==> src/rtl/bomb_pool.sv <==
// rtl/bomb_pool.sv - multi-slot bomb manager with per-slot fuse and blast countdowns
module bomb_pool #(
    parameter int COORD_W     = 6,
    parameter int NUM_BOMBS   = 4,
    parameter int FUSE_TICKS  = 8,
    parameter int BLAST_TICKS = 3,
    parameter int CNT_W       = 8
) (
    input  logic                           clk,
    input  logic                           resetn,
    input  logic                           tick,
    input  logic                           bombDropped,
    input  logic [COORD_W-1:0]             positionX,
    input  logic [COORD_W-1:0]             positionY,
    input  logic                           color,
    output logic                           dropAck,
    output logic                           dropReject,
    output logic [NUM_BOMBS*COORD_W-1:0]   bombX,
    output logic [NUM_BOMBS*COORD_W-1:0]   bombY,
    output logic [NUM_BOMBS-1:0]           bombColor,
    output logic [NUM_BOMBS-1:0]           bombEnable,
    output logic [NUM_BOMBS-1:0]           bombExploding,
    output logic [NUM_BOMBS-1:0]           explodePulse,
    output logic                           poolFull
);

    typedef enum logic [1:0] {
        S_IDLE  = 2'd0,
        S_ARMED = 2'd1,
        S_BLAST = 2'd2
    } slot_state_e;

    localparam logic [CNT_W-1:0] CNT_ONE   = CNT_W'(1);
    localparam logic [CNT_W-1:0] FUSE_CNT  = CNT_W'(FUSE_TICKS);
    localparam logic [CNT_W-1:0] BLAST_CNT = CNT_W'(BLAST_TICKS);

    slot_state_e                  state_q [NUM_BOMBS];
    slot_state_e                  state_d [NUM_BOMBS];
    logic [CNT_W-1:0]             cnt_q   [NUM_BOMBS];
    logic [CNT_W-1:0]             cnt_d   [NUM_BOMBS];
    logic [NUM_BOMBS*COORD_W-1:0] bomb_x_q, bomb_x_d;
    logic [NUM_BOMBS*COORD_W-1:0] bomb_y_q, bomb_y_d;
    logic [NUM_BOMBS-1:0]         color_q, color_d;
    logic [NUM_BOMBS-1:0]         enable_q, enable_d;
    logic [NUM_BOMBS-1:0]         exploding_q, exploding_d;
    logic [NUM_BOMBS-1:0]         pulse_q, pulse_d;
    logic                         drop_ack_q, drop_ack_d;
    logic                         drop_reject_q, drop_reject_d;
    logic                         pool_full_q, pool_full_d;

    logic                         dup_hit;
    logic                         alloc_found;
    logic [NUM_BOMBS-1:0]         alloc_sel;

    // Both the duplicate check and free-slot search look only at start-of-cycle
    // state, so a slot retiring this cycle is neither free nor ignored.
    always_comb begin
        dup_hit     = 1'b0;
        alloc_found = 1'b0;
        alloc_sel   = '0;
        for (int i = 0; i < NUM_BOMBS; i++) begin
            if (state_q[i] != S_IDLE &&
                bomb_x_q[i*COORD_W +: COORD_W] == positionX &&
                bomb_y_q[i*COORD_W +: COORD_W] == positionY) begin
                dup_hit = 1'b1;
            end
            if (!alloc_found && state_q[i] == S_IDLE) begin
                alloc_sel[i] = 1'b1;
                alloc_found  = 1'b1;
            end
        end
        if (!bombDropped || dup_hit) begin
            alloc_sel = '0;
        end
        drop_ack_d    = bombDropped && !dup_hit && alloc_found;
        drop_reject_d = bombDropped && !drop_ack_d;
    end

    always_comb begin
        bomb_x_d = bomb_x_q;
        bomb_y_d = bomb_y_q;
        color_d  = color_q;
        for (int i = 0; i < NUM_BOMBS; i++) begin
            state_d[i] = state_q[i];
            cnt_d[i]   = cnt_q[i];
            pulse_d[i] = 1'b0;
            if (alloc_sel[i]) begin
                state_d[i]                      = S_ARMED;
                cnt_d[i]                        = FUSE_CNT;
                bomb_x_d[i*COORD_W +: COORD_W]  = positionX;
                bomb_y_d[i*COORD_W +: COORD_W]  = positionY;
                color_d[i]                      = color;
            end else if (tick) begin
                case (state_q[i])
                    S_ARMED: begin
                        if (cnt_q[i] > CNT_ONE) begin
                            cnt_d[i] = cnt_q[i] - CNT_ONE;
                        end else begin
                            state_d[i] = S_BLAST;
                            cnt_d[i]   = BLAST_CNT;
                            pulse_d[i] = 1'b1;
                        end
                    end
                    S_BLAST: begin
                        if (cnt_q[i] > CNT_ONE) begin
                            cnt_d[i] = cnt_q[i] - CNT_ONE;
                        end else begin
                            state_d[i] = S_IDLE;
                            cnt_d[i]   = '0;
                        end
                    end
                    default: ;
                endcase
            end
            enable_d[i]    = (state_d[i] != S_IDLE);
            exploding_d[i] = (state_d[i] == S_BLAST);
        end
        pool_full_d = &enable_d;
    end

    always_ff @(posedge clk or negedge resetn) begin
        if (!resetn) begin
            for (int i = 0; i < NUM_BOMBS; i++) begin
                state_q[i] <= S_IDLE;
                cnt_q[i]   <= '0;
            end
            bomb_x_q      <= '0;
            bomb_y_q      <= '0;
            color_q       <= '0;
            enable_q      <= '0;
            exploding_q   <= '0;
            pulse_q       <= '0;
            drop_ack_q    <= 1'b0;
            drop_reject_q <= 1'b0;
            pool_full_q   <= 1'b0;
        end else begin
            for (int i = 0; i < NUM_BOMBS; i++) begin
                state_q[i] <= state_d[i];
                cnt_q[i]   <= cnt_d[i];
            end
            bomb_x_q      <= bomb_x_d;
            bomb_y_q      <= bomb_y_d;
            color_q       <= color_d;
            enable_q      <= enable_d;
            exploding_q   <= exploding_d;
            pulse_q       <= pulse_d;
            drop_ack_q    <= drop_ack_d;
            drop_reject_q <= drop_reject_d;
            pool_full_q   <= pool_full_d;
        end
    end

    assign dropAck       = drop_ack_q;
    assign dropReject    = drop_reject_q;
    assign bombX         = bomb_x_q;
    assign bombY         = bomb_y_q;
    assign bombColor     = color_q;
    assign bombEnable    = enable_q;
    assign bombExploding = exploding_q;
    assign explodePulse  = pulse_q;
    assign poolFull      = pool_full_q;

endmodule
==> config.mk <==
export PLATFORM = sky130hd
export DESIGN_NAME = bomb_pool
export DESIGN_NICKNAME = d
export VERILOG_FILES = /design/src/rtl/bomb_pool.sv
export SDC_FILE = /design/constraint.sdc
export NUM_CORES = 1
export LEC_CHECK = 0
export BUFFER_PORTS_ARGS = -buffer_cell sky130_fd_sc_hd__buf_2
export CORE_UTILIZATION = 50
export CTS_CLUSTER_DIAMETER = 80
export CTS_CLUSTER_SIZE = 28
export DETAILED_ROUTE_END_ITERATION = 16
export PLACE_DENSITY = 0.75
export SKIP_LAST_GASP = 1
export SYNTH_ARGS = -nofsm -noshare
export SYNTH_HDL_FRONTEND = slang
export SYNTH_SLANG_ARGS = --single-unit
==> constraint.sdc <==
create_clock -name clk -period 4.6 [get_ports clk]
set_input_delay 0.69 -clock clk [delete_from_list [all_inputs] [get_ports clk]]
set_output_delay 0.69 -clock clk [all_outputs]
set_load 0.01 [all_outputs]
; ---- Yosys cells after proc, flatten, opt, wreduce, memory -nomap -nowiden
; Index checks and enable logic that the tools add are counted.
[word_totals]
reg_bits = 107
in_bits = 17
wordCells = 168
output_inout_bits = 67
[classes]
n_eq_ne = 20
mux = 68
magnitude_cmp = 4
reduce_logical = 46
add_sub_neg = 4
[ops]
columns = cell, n
row1 = 8-bit 2-to-1 mux, 16
row2 = 8-bit case mux with 2 select lines, 4
row3 = 6-bit == test, 8
row4 = "8-bit by 1-bit > comparator with 1-bit output, second input constant", 4
row5 = 2-bit 2-to-1 mux, 16
row6 = "8-bit by 1-bit subtractor with 8-bit output, second input constant", 4
row7 = 1-bit 2-to-1 mux, 27
row8 = 2-bit nonzero test, 12
row9 = "2-bit == test, second input constant", 8
row10 = 2-bit case mux with 2 select lines, 4
row11 = 1-bit logical AND, 14
row12 = 3-bit nonzero test, 4
row13 = "2-bit by 1-bit == test with 1-bit output, second input constant", 4
row14 = 2-bit zero test, 4
row15 = 2-bit AND reduction, 4
row16 = 1-bit zero test, 6
row17 = 4-bit 2-to-1 mux, 1
row18 = 4-bit AND reduction, 1
row19 = 1-bit logical OR, 1

; ---- Longest topological paths before layout
[logic_depth]
depth_word = 15
mapped_depth = 10
depth_no_buf = 8

; ---- Least setup slack after synthesis
; OpenSTA, ideal clock, no wires.
[synth_timing]
path_type = input port to flip-flop
startpoint = in positionY[3]
endpoint = reg color_q[3] (netlist: bombColor[3])
n_path_buf = 3
t_required_ns = 4.475
path_stages = 9
t_arrival_ns = 2.366
path_slack_ns = 2.108
setup_time_ns = 0.125
path_cell_list = buf_4 -> xor2_1 -> nor4_1 -> and4_4 -> nor4_4 -> and3_1 -> buf_6 -> buf_6 -> mux2_4
[synth_via]
elab_chain_len = 8
word_cells_on_any_way = 14
classes_between = eq/ne (4) / mux (5) / reduce/logical (5)
[synth_lines]
columns = item, line_no
row1 = from (decl), 14  ; input logic [COORD_W-1:0] positionY,
row2 = 6-bit == test, 64  ; bomb_y_q[i*COORD_W +: COORD_W] == positionY) begin
row3 = 1-bit logical AND, 63  ; bomb_x_q[i*COORD_W +: COORD_W] == positionX &&
row4 = 1-bit 2-to-1 mux (3 in a row), 62  ; if (state_q[i] != S_IDLE &&
row5 = 1-bit 2-to-1 mux (*), 62
row6 = 1-bit logical OR (*), 72  ; if (!bombDropped || dup_hit) begin
row7 = 4-bit 2-to-1 mux (*), 72
row8 = to (signal assigned), 143  ; color_q <= color_d;
row9 = to (decl), 43  ; logic [NUM_BOMBS-1:0] color_q, color_d;
; Mark *: on every way between the ends. The rest lies on a longest branch, timed or not.
; A chain may end at the register's enable or synchronous reset.

; ---- Worst setup path after layout
[layout_timing]
startpoint = reg state_q[6] in the netlist's numbering
endpoint = reg bomb_y_q[19] (netlist: bombY[19])
[layout_via]
elab_chain_len = 12
word_cells_on_any_way = 20
classes_between = mux (9) / reduce/logical (11)
[layout_lines]
columns = item, line_no
row1 = from (decl), 37  ; slot_state_e state_q [NUM_BOMBS];
row2 = "from (signal, indexed assignment)", 138  ; state_q[i] <= state_d[i];
row3 = 2-bit zero test, 67  ; if (!alloc_found && state_q[i] == S_IDLE) begin
row4 = 1-bit 2-to-1 mux, 67
row5 = 1-bit zero test, 67
row6 = 1-bit logical AND, 67
row7 = 1-bit 2-to-1 mux, 67
row8 = 1-bit zero test, 67
row9 = 1-bit logical AND, 67
row10 = 1-bit 2-to-1 mux, 67
row11 = 1-bit zero test, 67
row12 = 1-bit logical AND, 67
row13 = 1-bit 2-to-1 mux, 67
row14 = 4-bit 2-to-1 mux (*), 72
row15 = to (signal assigned), 142  ; bomb_y_q <= bomb_y_d;
row16 = to (decl), 42  ; logic [NUM_BOMBS*COORD_W-1:0] bomb_y_q, bomb_y_d;
; Marked as above.

==> results_dict.tcl <==
set metrics [dict create \
    status "finished, final reports clean" \
    path_clk_slew_ns 0.08 \
    synth_fa_ha_area_share_pct 4.321 \
    synth_xor_area_share_pct 10.28 \
    hold_class "in2async" \
    clk_latency_ns 0.36 \
    final_area_um2 6535 \
    synth_mux_area_share_pct 13.18 \
    final_cell_mix "107 x dfrtp_1, 82 x buf_2, 43 x xor2_1" \
    post_cts_resized 0 \
    end_kind "flip-flop" \
    clock_path_buffers 2 \
    synth_edf_count 0 \
    finalPower_mw 4.728 \
    grt_max_degree 80 \
    antenna_found_initial 0 \
    layout-drive-gt1-share_pct 30.00 \
    drt-initial-drc-count 135 \
    final_common_cell "dfrtp_1" \
    nets 602 \
    first_pass_iters 4 \
    dpl.hpwl_um 8849 \
    wl_per_cell_um 17.37 \
    cts_sinks 107 \
    fin_skew_ns 0.007901 \
    ys_warn_count 0 \
    synth.cell_area_um2 5792 \
    cp.arrival_ns 3.20 \
    setup_viol 0 \
    synthCells 495 \
    yosysSeqAreaShare_pct 46.23 \
    fp.dieW_um 109.6 \
    synthTopCellsByArea "dfrtp_1 46%, mux2_4 6.7%, xor2_1 6.5%" \
    min_period_ns 2.963 \
    grt_pass1_vias 4034 \
    synthesis.nets 532 \
    seqCellArea_um2 2678 \
    port_buffers 83 \
    overflow 0 \
    rsz0062_at_grt "no" \
    clock.fmax_mhz 337.5 \
    gp_congestion 0.8290 \
    grt.total_usage_pct 22.39 \
    worst_pin_slew_ns 1.115 \
    relSlewSlack_pct 25.65 \
    post-route-util_pct 58.99 \
    drt_wl_total_um 12330 \
    h-tree-depth 3 \
    grt_pass1_wl_um 20300 \
    yosys.area.top_type "dfrtp_1" \
    synthSimpleGateAreaFrac_pct 13.37 \
    crit_type "reg2reg" \
    timing.setup.tns_ns 0 \
    row_count 38 \
    initial_core_util_pct 52.28 \
    powerDensity_nw_per_um2 723.4 \
    worstPathMaxFanout 16 \
    syn2layout_area_growth_pct 12.83 \
    drc_errors 0 \
    synth_seq_cells 107 \
    hold_viol_final 0 \
    nFillCells 921 \
    synth_top_family_by_area "simple AND/OR/NAND/NOR gates" \
    crit_required_ns 4.84 \
    core_region_area_um2 11080 \
    async_flop_share_pct 100.0 \
    yosysTopAreaCellShare_pct 46.23 \
    numCtsBuffers 9 \
    synthDistinctLibCells 55 \
    ant_nets 0 \
    fin_crit_sh_pct 64.41 \
    die_y_um 109.6 \
    start_kind "flip-flop" \
    avgViaCountPerCell 5.510 \
    multiInputGateArea_um2 2793 \
    cts_tree "yes" \
    synth_compound_area_share_pct 7.064 \
    num_antenna_cells 0 \
    vias 3912 \
    postCtsHoldBufs 0 \
    leakage_nw 3.063 \
    irDropWorstVdd_mv 0.4058 \
    dpl-instance-area_um2 6180 \
    cts-root-buf "clkbuf_16" \
    ys.flop_type "dfrtp_1" \
    syn_area_per_cell_um2 11.70 \
    maxCapViolCount 0 \
    drv_slew 0 \
    die_area_um2 12020 \
    io_pins 84 \
    postCtsSetupBuffers 0 \
]
-- power breakdown --
group,switching [mW],internal [mW],total (mW)
combinational,1.07,0.990,2.06
clock,0.370,0.544,0.913
sequential,0.402,1.36,1.76
-- sequential cells by signal, summed over array words and instances (netlist names) --
signal         count
bombX             24
dropAck            1
bombEnable         4
poolFull           1
state_q            8
bombColor          4
dropReject         1
cnt_q             32
bombExploding      4
bombY             24
explodePulse       4
-- synth_stat cells, drive strengths merged, types with 2 or more instances --
library cell	count
dfrtp	107
mux2	52
xor2	43
nor2	30
inv	25
nand2	25
xnor2	25
nor3	23
buf	22
ha	20
a211oi	15
nor4	14
a21oi	11
o21ai	10
mux2i	8
and3	6
clkbuf	5
nand3	5
and4	4
or4	4
a21boi	3
and2	3
nor2b	3
nor4b	3
o211ai	3
o21bai	3
or2	3
a31oi	2
nand4	2
nor3b	2
or3	2
-- stage by stage --
stage	setup WS, ns	instances	hold slack [ns]
3_3_place_gp	1.399	694	0.4962
3_5_place_dp	1.339	694	0.5084
5_1_grt	1.477	710	0.5395
6_report	1.637	710	0.4961
4_1_cts	1.612	710	0.5238
2_1_floorplan	2.108	495	0.3944
-- routing by layer --
| layer | share of wire (%) | wire length [µm] | vias up | GRT usage [%] |
|---|---|---|---|---|
| met5 | 0 | 0 | - | 0 |
| met4 | 1.7 | 206 | 0 | 6.381 |
| met3 | 5.1 | 625 | 12 | 6.461 |
| met2 | 50 | 6115 | 90 | 38.05 |
| met1 | 44 | 5386 | 1953 | 27.73 |
| li1 | - | - | 1857 | - |
-- worst paths after layout --
path                             endpoint        from  slack, ns  depth (start not counted)
worst max-delay path            bombY[19]  state_q[6]       1.64                          8
worst min-delay path             bombY[9]      resetn       0.50                          1
worst max register to register  bombY[19]  state_q[6]       1.64                          8
worst min register to register   cnt_q[9]    cnt_q[9]       0.52                          2
max in group asynchronous       bombX[19]      resetn       3.12                          2
min in group clk                 cnt_q[9]    cnt_q[9]       0.52                          2
-- final cells by class --
cell class | count | share of cell area [%]
timing repair buffer | 86 | 6.739
clock inverter | 7 | 1.991
tap | 140 | 2.680
multi-input combinational | 336 | 42.73
inverter | 25 | 1.436
clock buffer | 9 | 3.446
sequential | 107 | 40.97
-- worst max-delay path: stages, from the launching register on --
cell	delay (ns)
dfrtp_1	0.45
inv_1	0.11
ha_1	0.27
nor2_1	0.09
and4_4	0.21
nor4_4	0.42
and3_1	0.54
buf_4	0.38
mux2_2	0.37
-- cell families after synthesis --
group           after synthesis
simple gates                131
flops                       107
xor+xnor                     68
mux                          60
compound gates               57
buf+inv                      52
fa+ha+maj                    20
(Power assumes the default switching activity.)
